**config.mk**
```make
export PLATFORM = sky130hd
export DESIGN_NAME = prefetch_issue_scheduler_flat
export DESIGN_NICKNAME = d
export VERILOG_FILES = /design/src/rtl/prefetch_issue_scheduler_if.sv /design/src/rtl/prefetch_issue_scheduler.sv /design/src/flat_wrapper.sv
export SDC_FILE = /design/constraint.sdc
export NUM_CORES = 2
export LEC_CHECK = 0
export ABC_CLOCK_PERIOD_IN_PS = 10600
export CORE_MARGIN = 8
export CORE_UTILIZATION = 60
export DETAILED_ROUTE_END_ITERATION = 6
export PLACE_DENSITY_LB_ADDON = 0.12
export SYNTH_ARGS = -nofsm -noshare
export SYNTH_HDL_FRONTEND = slang
export SYNTH_SLANG_ARGS = --single-unit
```
**constraint.sdc**
```tcl
create_clock -name clk -period 10.6 [get_ports clk]
set_input_delay 3.18 -clock clk [delete_from_list [all_inputs] [get_ports clk]]
set_output_delay 3.18 -clock clk [all_outputs]
set_load 0.005 [all_outputs]
```
**src/rtl/prefetch_issue_scheduler_if.sv**
```systemverilog
// Candidate input, flush/throttle control and lower-level
// prefetch request port of the prefetch issue scheduler.
interface prefetch_issue_scheduler_if #(
  parameter int WIDTH           = 64,
  parameter int MAX_OUTSTANDING = 12
);
  localparam int OW = $clog2(MAX_OUTSTANDING + 1);

  logic             pf_valid_i;
  logic [WIDTH-1:0] pf_address_i;
  logic             flush_i;
  logic             throttle_i;
  logic             lo_ready_i;
  logic             lo_done_i;
  logic             lo_prefetch_valid_o;
  logic [WIDTH-1:0] lo_prefetch_address_o;
  logic [OW-1:0]    outstanding_o;
  logic [15:0]      drop_count_o;

  modport master (
    output pf_valid_i,
    output pf_address_i,
    output flush_i,
    output throttle_i,
    output lo_ready_i,
    output lo_done_i,
    input  lo_prefetch_valid_o,
    input  lo_prefetch_address_o,
    input  outstanding_o,
    input  drop_count_o
  );

  modport slave (
    input  pf_valid_i,
    input  pf_address_i,
    input  flush_i,
    input  throttle_i,
    input  lo_ready_i,
    input  lo_done_i,
    output lo_prefetch_valid_o,
    output lo_prefetch_address_o,
    output outstanding_o,
    output drop_count_o
  );
endinterface

```
**src/rtl/prefetch_issue_scheduler.sv**
```systemverilog
// Prefetch issue scheduler: dedup FIFO, recent-line filter and
// MSHR-budget throttled valid/ready issue to the lower level.
module prefetch_issue_scheduler #(
  parameter int WIDTH           = 64,
  parameter int DEPTH           = 8,
  parameter int MAX_OUTSTANDING = 12,
  parameter int RECENT          = 4,
  parameter int LOGLINE         = 6
) (
  input logic clk,
  input logic rst,
  prefetch_issue_scheduler_if.slave bus
);
  localparam int LW = WIDTH - LOGLINE;
  localparam int PW = $clog2(DEPTH);
  localparam int CW = PW + 1;
  localparam int OW = $clog2(MAX_OUTSTANDING + 1);

  typedef logic [LW-1:0] line_t;
  typedef enum logic {IDLE, REQ} state_t;

  state_t        state;
  state_t        state_nxt;
  line_t         fifo_q [DEPTH];
  logic [PW-1:0] rd_ptr;
  logic [PW-1:0] wr_ptr;
  logic [CW-1:0] count;
  line_t         out_line;
  line_t         recent_q [RECENT];
  logic [RECENT-1:0] recent_vld;
  logic [OW-1:0] outstanding;
  logic [15:0]   drop_cnt;

  line_t cand;
  logic  fifo_hit;
  logic  recent_hit;
  logic  out_hit;
  logic  dup;
  logic  full;
  logic  push;
  logic  drop;
  logic  pop;
  logic  hs;
  logic  done_dec;
  logic  unused_low;

  assign cand       = bus.pf_address_i[WIDTH-1:LOGLINE];
  assign unused_low = ^bus.pf_address_i[LOGLINE-1:0];
  assign full       = (count == CW'(DEPTH));

  // only slots between rd_ptr and rd_ptr+count hold live lines
  always_comb begin
    logic [PW-1:0] age;
    fifo_hit = 1'b0;
    age      = '0;
    for (int i = 0; i < DEPTH; i++) begin
      age = PW'(i) - rd_ptr;
      if ((CW'(age) < count) && (fifo_q[i] == cand))
        fifo_hit = 1'b1;
    end
  end

  always_comb begin
    recent_hit = 1'b0;
    for (int i = 0; i < RECENT; i++) begin
      if (recent_vld[i] && (recent_q[i] == cand))
        recent_hit = 1'b1;
    end
  end

  assign out_hit  = (state == REQ) && (out_line == cand);
  assign dup      = fifo_hit | recent_hit | out_hit;
  assign push     = bus.pf_valid_i & ~bus.flush_i & ~dup & ~full;
  assign drop     = bus.pf_valid_i & ~bus.flush_i & ~dup & full;
  assign done_dec = bus.lo_done_i & (outstanding != '0);

  always_ff @(posedge clk or negedge rst) begin
    if (!rst) state <= IDLE;
    else      state <= state_nxt;
  end

  always_comb begin
    state_nxt = state;
    pop       = 1'b0;
    hs        = 1'b0;
    unique case (state)
      IDLE: begin
        if ((count != '0) && !bus.throttle_i &&
            (outstanding < OW'(MAX_OUTSTANDING)) &&
            !bus.flush_i) begin
          pop       = 1'b1;
          state_nxt = REQ;
        end
      end
      REQ: begin
        hs = bus.lo_ready_i;
        if (bus.lo_ready_i || bus.flush_i)
          state_nxt = IDLE;
      end
    endcase
  end

  always_ff @(posedge clk or negedge rst) begin
    if (!rst) begin
      rd_ptr      <= '0;
      wr_ptr      <= '0;
      count       <= '0;
      out_line    <= '0;
      recent_vld  <= '0;
      outstanding <= '0;
      drop_cnt    <= '0;
      for (int i = 0; i < DEPTH; i++)
        fifo_q[i] <= '0;
      for (int i = 0; i < RECENT; i++)
        recent_q[i] <= '0;
    end else begin
      if (bus.flush_i) begin
        rd_ptr <= '0;
        wr_ptr <= '0;
        count  <= '0;
      end else begin
        if (push) begin
          fifo_q[wr_ptr] <= cand;
          wr_ptr         <= wr_ptr + PW'(1);
        end
        if (pop) begin
          out_line <= fifo_q[rd_ptr];
          rd_ptr   <= rd_ptr + PW'(1);
        end
        count <= count + CW'(push) - CW'(pop);
      end
      if (hs) begin
        for (int i = RECENT - 1; i > 0; i--)
          recent_q[i] <= recent_q[i-1];
        recent_q[0] <= out_line;
        recent_vld  <= {recent_vld[RECENT-2:0], 1'b1};
      end
      // a same-cycle handshake lands first, then flush wipes it
      if (bus.flush_i)
        recent_vld <= '0;
      unique case ({hs, done_dec})
        2'b10:   outstanding <= outstanding + OW'(1);
        2'b01:   outstanding <= outstanding - OW'(1);
        default: outstanding <= outstanding;
      endcase
      if (drop && (drop_cnt != 16'hFFFF))
        drop_cnt <= drop_cnt + 16'd1;
    end
  end

  assign bus.lo_prefetch_valid_o   = (state == REQ);
  assign bus.lo_prefetch_address_o = {out_line, {LOGLINE{1'b0}}};
  assign bus.outstanding_o         = outstanding;
  assign bus.drop_count_o          = drop_cnt;
endmodule
```
**src/flat_wrapper.sv**
```systemverilog
// flat-port wrapper written by rule: the top's interface ports become plain ports
module prefetch_issue_scheduler_flat 
#(
  parameter int WIDTH           = 64,
  parameter int DEPTH           = 8,
  parameter int MAX_OUTSTANDING = 12,
  parameter int RECENT          = 4,
  parameter int LOGLINE         = 6
)
  (clk, rst, bus_pf_valid_i, bus_pf_address_i, bus_flush_i, bus_throttle_i, bus_lo_ready_i, bus_lo_done_i, bus_lo_prefetch_valid_o, bus_lo_prefetch_address_o, bus_outstanding_o, bus_drop_count_o);
  prefetch_issue_scheduler_if #(.WIDTH(WIDTH), .MAX_OUTSTANDING(MAX_OUTSTANDING)) bus_i ();
  input logic clk;
  input logic rst;
  input wire logic [$bits(bus_i.pf_valid_i)-1:0] bus_pf_valid_i;
  input wire logic [$bits(bus_i.pf_address_i)-1:0] bus_pf_address_i;
  input wire logic [$bits(bus_i.flush_i)-1:0] bus_flush_i;
  input wire logic [$bits(bus_i.throttle_i)-1:0] bus_throttle_i;
  input wire logic [$bits(bus_i.lo_ready_i)-1:0] bus_lo_ready_i;
  input wire logic [$bits(bus_i.lo_done_i)-1:0] bus_lo_done_i;
  output wire logic [$bits(bus_i.lo_prefetch_valid_o)-1:0] bus_lo_prefetch_valid_o;
  output wire logic [$bits(bus_i.lo_prefetch_address_o)-1:0] bus_lo_prefetch_address_o;
  output wire logic [$bits(bus_i.outstanding_o)-1:0] bus_outstanding_o;
  output wire logic [$bits(bus_i.drop_count_o)-1:0] bus_drop_count_o;
  assign bus_i.pf_valid_i = bus_pf_valid_i;
  assign bus_i.pf_address_i = bus_pf_address_i;
  assign bus_i.flush_i = bus_flush_i;
  assign bus_i.throttle_i = bus_throttle_i;
  assign bus_i.lo_ready_i = bus_lo_ready_i;
  assign bus_i.lo_done_i = bus_lo_done_i;
  assign bus_lo_prefetch_valid_o = bus_i.lo_prefetch_valid_o;
  assign bus_lo_prefetch_address_o = bus_i.lo_prefetch_address_o;
  assign bus_outstanding_o = bus_i.outstanding_o;
  assign bus_drop_count_o = bus_i.drop_count_o;
  prefetch_issue_scheduler #(.WIDTH(WIDTH), .DEPTH(DEPTH), .MAX_OUTSTANDING(MAX_OUTSTANDING), .RECENT(RECENT), .LOGLINE(LOGLINE)) u_core (.clk(clk), .rst(rst), .bus(bus_i));
endmodule
```
==> reports/qor.yml <==
synth.cell_area_um2: 43300
synth.avg_cell_area_um2: 11.2
crit_path_end: "u_core.fifo_q[314]$_DFFE_PN0P_"
start_util: 0.606
fp.dieH_um: 285
vdd_drop_max_v: 0.000163
reg2reg_depth: 13
cts_root_buf: "clkbuf_16"
synthTopCellsByArea: "dfrtp_1 (46%), xnor2_1 (8.0%), mux2_2 (8.0%), nand2_1 (6.4%), mux4_2 (6.0%)"
grt_usage: 0.375
ios: 156
synth_top_area_frac: 0.456
synth-async-reset-ratio: 1.00
path_max_fanout: 51
critPathKind: "in -> reg"
status: "complete, no violations"
ys_ff_latch: 789
maxCapViolCount: 0
instances_no_fill: 4928
overflow: 0
grt_pass1_vias: 30600
hold_path_depth: 2
clk_pin_slew_ns: 0.06
cts_made_buffers: 86
num_vias: 31300
cts_resized: 0
hpwlAfterDp_um: 111000
drt_first_iter_violations: 4020
fill_cells: 5479
grt_pass1_wl_um: 221000
antenna_found_initial: 8
synth_edf_count: 0
nets: 4004
fin_hold_ws_ns: 0.480
ys_warn_count: 0
fp.dieArea_um2: 81000
cts_sinks: 789
num_rows: 98
io_buffers: 143
dpl.cell_count: 4768
yosys.area.top_type: "dfrtp_1"
fmax_mhz: 119
postCtsHoldBufs: 0
startpoint_type: "input port"
min_period_over_period: 0.792
crit_start: "bus_pf_address_i[6]"
syn_inst: 3852
wire_per_inst_um: 31.2
finalHoldViolCount: 0
synth_commonest_cells: "dfrtp_1 (789), nand2_1 (735), xnor2_1 (398)"
yosysMostFrequentCell: "dfrtp_1"
drt_pass1_iterations: 6
cts_buffer_depth: 3
hp-class: "reg -> reg"
place.gp.congestion: 1.07
grt_max_degree: 172
clk_latency_ns: 0.65
max_slew.worst_pin.slew_ns: 1.28
p_leak_nw: 21.2
postCtsSetupBuffers: 0
ctsHtreeMaxLevel: 3
drc: 0
ff2ff_setup_slack_ns: 4.52
rsz0062_at_grt: "no"
wl_um: 154000
worstSetupEndpointType: "flop"
p_per_area_nw_per_um2: 273
viasPerCell: 6.36
final_layout_size_suffix_gt1_frac: 0.211
power_mw: 13.1
ys_types: 58
worstPathRequired_ns: 11.12
synth_flop_cell: "dfrtp_1"
timing.slew.headroom: 0.144
cts_tree: "built"
period_minus_slack_ns: 8.40
skew_ns: 0.0205
die_w_um: 285
maxSlewViolCount: 0
r2r-start: "u_core.rd_ptr[0]$_DFFE_PN0P_"
fin_util: 0.673
ant_nets: 0
setup_violations: 0
area_delta_synth_final_pct: 11.1
yosysSeqAreaShare: 0.456
final.setup.tns_ns: 0
r2r-end: "u_core.fifo_q[314]$_DFFE_PN0P_"
critPathArrivalTime_ns: 8.92
placeableCoreArea_um2: 71500
==> final cells by class <==
class                      count  area, µm²  share of cell area
multi-input combinational   2687      21600               0.450
inverter                      95        362             0.00752
tap                          950       1190              0.0247
sequential                   789      19800               0.411
timing repair buffer         247       2250              0.0469
clock buffer                 132       2620              0.0545
antenna                        3       7.51            0.000156
clock inverter                25        275             0.00572
==> per-layer routing <==
layer | share of wire | global-route usage | vias up
met1 | 0.38 | 0.483 | 15900
met3 | 0.092 | 0.0790 | 454
met4 | 0.10 | 0.304 | 6
met2 | 0.43 | 0.545 | 1675
met5 | 0.00025 | 0 | -
li1 | - | - | 13300
==> cells in the final DEF, fill, tap and decap left out, drive strengths merged, types with 3 or more instances in the layout <==
| cell type | synthesis | layout |
|---|---|---|
| mux2 | 456 | 456 |
| diode | 0 | 3 |
| o2111ai | 12 | 12 |
| nand4 | 119 | 119 |
| nand2b | 35 | 35 |
| a2111o | 4 | 4 |
| a221o | 3 | 3 |
| o221ai | 6 | 6 |
| clkdlybuf4s50 | 0 | 142 |
| xor2 | 296 | 296 |
| a221oi | 3 | 3 |
| nand3 | 22 | 22 |
| nor2b | 18 | 18 |
| inv | 95 | 97 |
| clkbuf | 93 | 132 |
| bufinv | 0 | 5 |
| a22o | 4 | 4 |
| xnor2 | 398 | 398 |
| clkinv | 0 | 17 |
| ha | 25 | 25 |
| a21o | 4 | 4 |
| o21ai | 57 | 57 |
| conb | 1 | 6 |
| mux4 | 116 | 116 |
| mux2i | 13 | 13 |
| nor2 | 75 | 75 |
| dfrtp | 789 | 789 |
| nor3 | 22 | 22 |
| buf | 193 | 105 |
| nor3b | 3 | 3 |
| and3 | 3 | 3 |
| nand2 | 735 | 735 |
| o22ai | 36 | 36 |
| nor4b | 7 | 7 |
| nor4 | 113 | 113 |
| a21oi | 20 | 20 |
| a31oi | 59 | 59 |
==> registers in the layout, summed over array words and instances (netlist names) <==
name,cells
u_core.bus.drop_count_o,16
u_core.bus.outstanding_o,4
u_core.recent_vld,4
u_core.recent_q,232
u_core.wr_ptr,3
u_core.fifo_q,464
u_core.bus.lo_prefetch_valid_o,1
u_core.rd_ptr,3
u_core.out_line,58
u_core.count,4
==> critical path, stage by stage <==
cell	delay [ns]
clkdlybuf4s50_1	1.04
xor2_1	1.07
nor4_1	0.12
nand3_1	0.30
nor4_1	0.20
a211oi_2	0.42
nand4_4	0.42
nor4_4	0.72
buf_4	0.85
mux2_2	0.42
==> worst min path at each step <==
stage,startpoint,to
after detailed placement,u_core.recent_q[151]$_DFFE_PN0P_,u_core.recent_q[93]$_DFFE_PN0P_
after floorplan,u_core.recent_q[193]$_DFFE_PN0P_,u_core.recent_q[135]$_DFFE_PN0P_
after global routing,u_core.recent_q[0]$_DFFE_PN0P_,u_core.recent_q[0]$_DFFE_PN0P_
final,u_core.recent_q[151]$_DFFE_PN0P_,u_core.recent_q[93]$_DFFE_PN0P_
after CTS,u_core.recent_q[151]$_DFFE_PN0P_,u_core.recent_q[93]$_DFFE_PN0P_
after global placement,u_core.recent_q[151]$_DFFE_PN0P_,u_core.recent_q[93]$_DFFE_PN0P_
==> power breakdown <==
group / leakage (nW) / switching [mW] / internal, mW
Combinational: 9.58 / 2.43 / 2.22
Sequential: 10.2 / 1.34 / 4.04
Clock: 1.43 / 1.27 / 1.82
Total: 21.2 / 5.05 / 8.08
==> cells by family after synthesis <==
group           Yosys count  share of synthesized area
mux                     585                      0.195
compound gates          218                     0.0323
buf+inv                 381                     0.0453
flops                   789                      0.456
xor+xnor                694                      0.140
other cells               1                  0.0000866
fa+ha+maj                27                    0.00815
simple gates           1157                      0.123
==> metrics by stage <==
stage | cell area [µm²] | setup slack [ns]
detailed placement | 45200 | 2.10
global route | 48100 | 2.21
CTS | 48100 | 2.72
floorplan | 43300 | 4.75
global placement | 45200 | 2.07
finish | 48100 | 2.20
No activity file was read; power rests on OpenSTA's default activity.
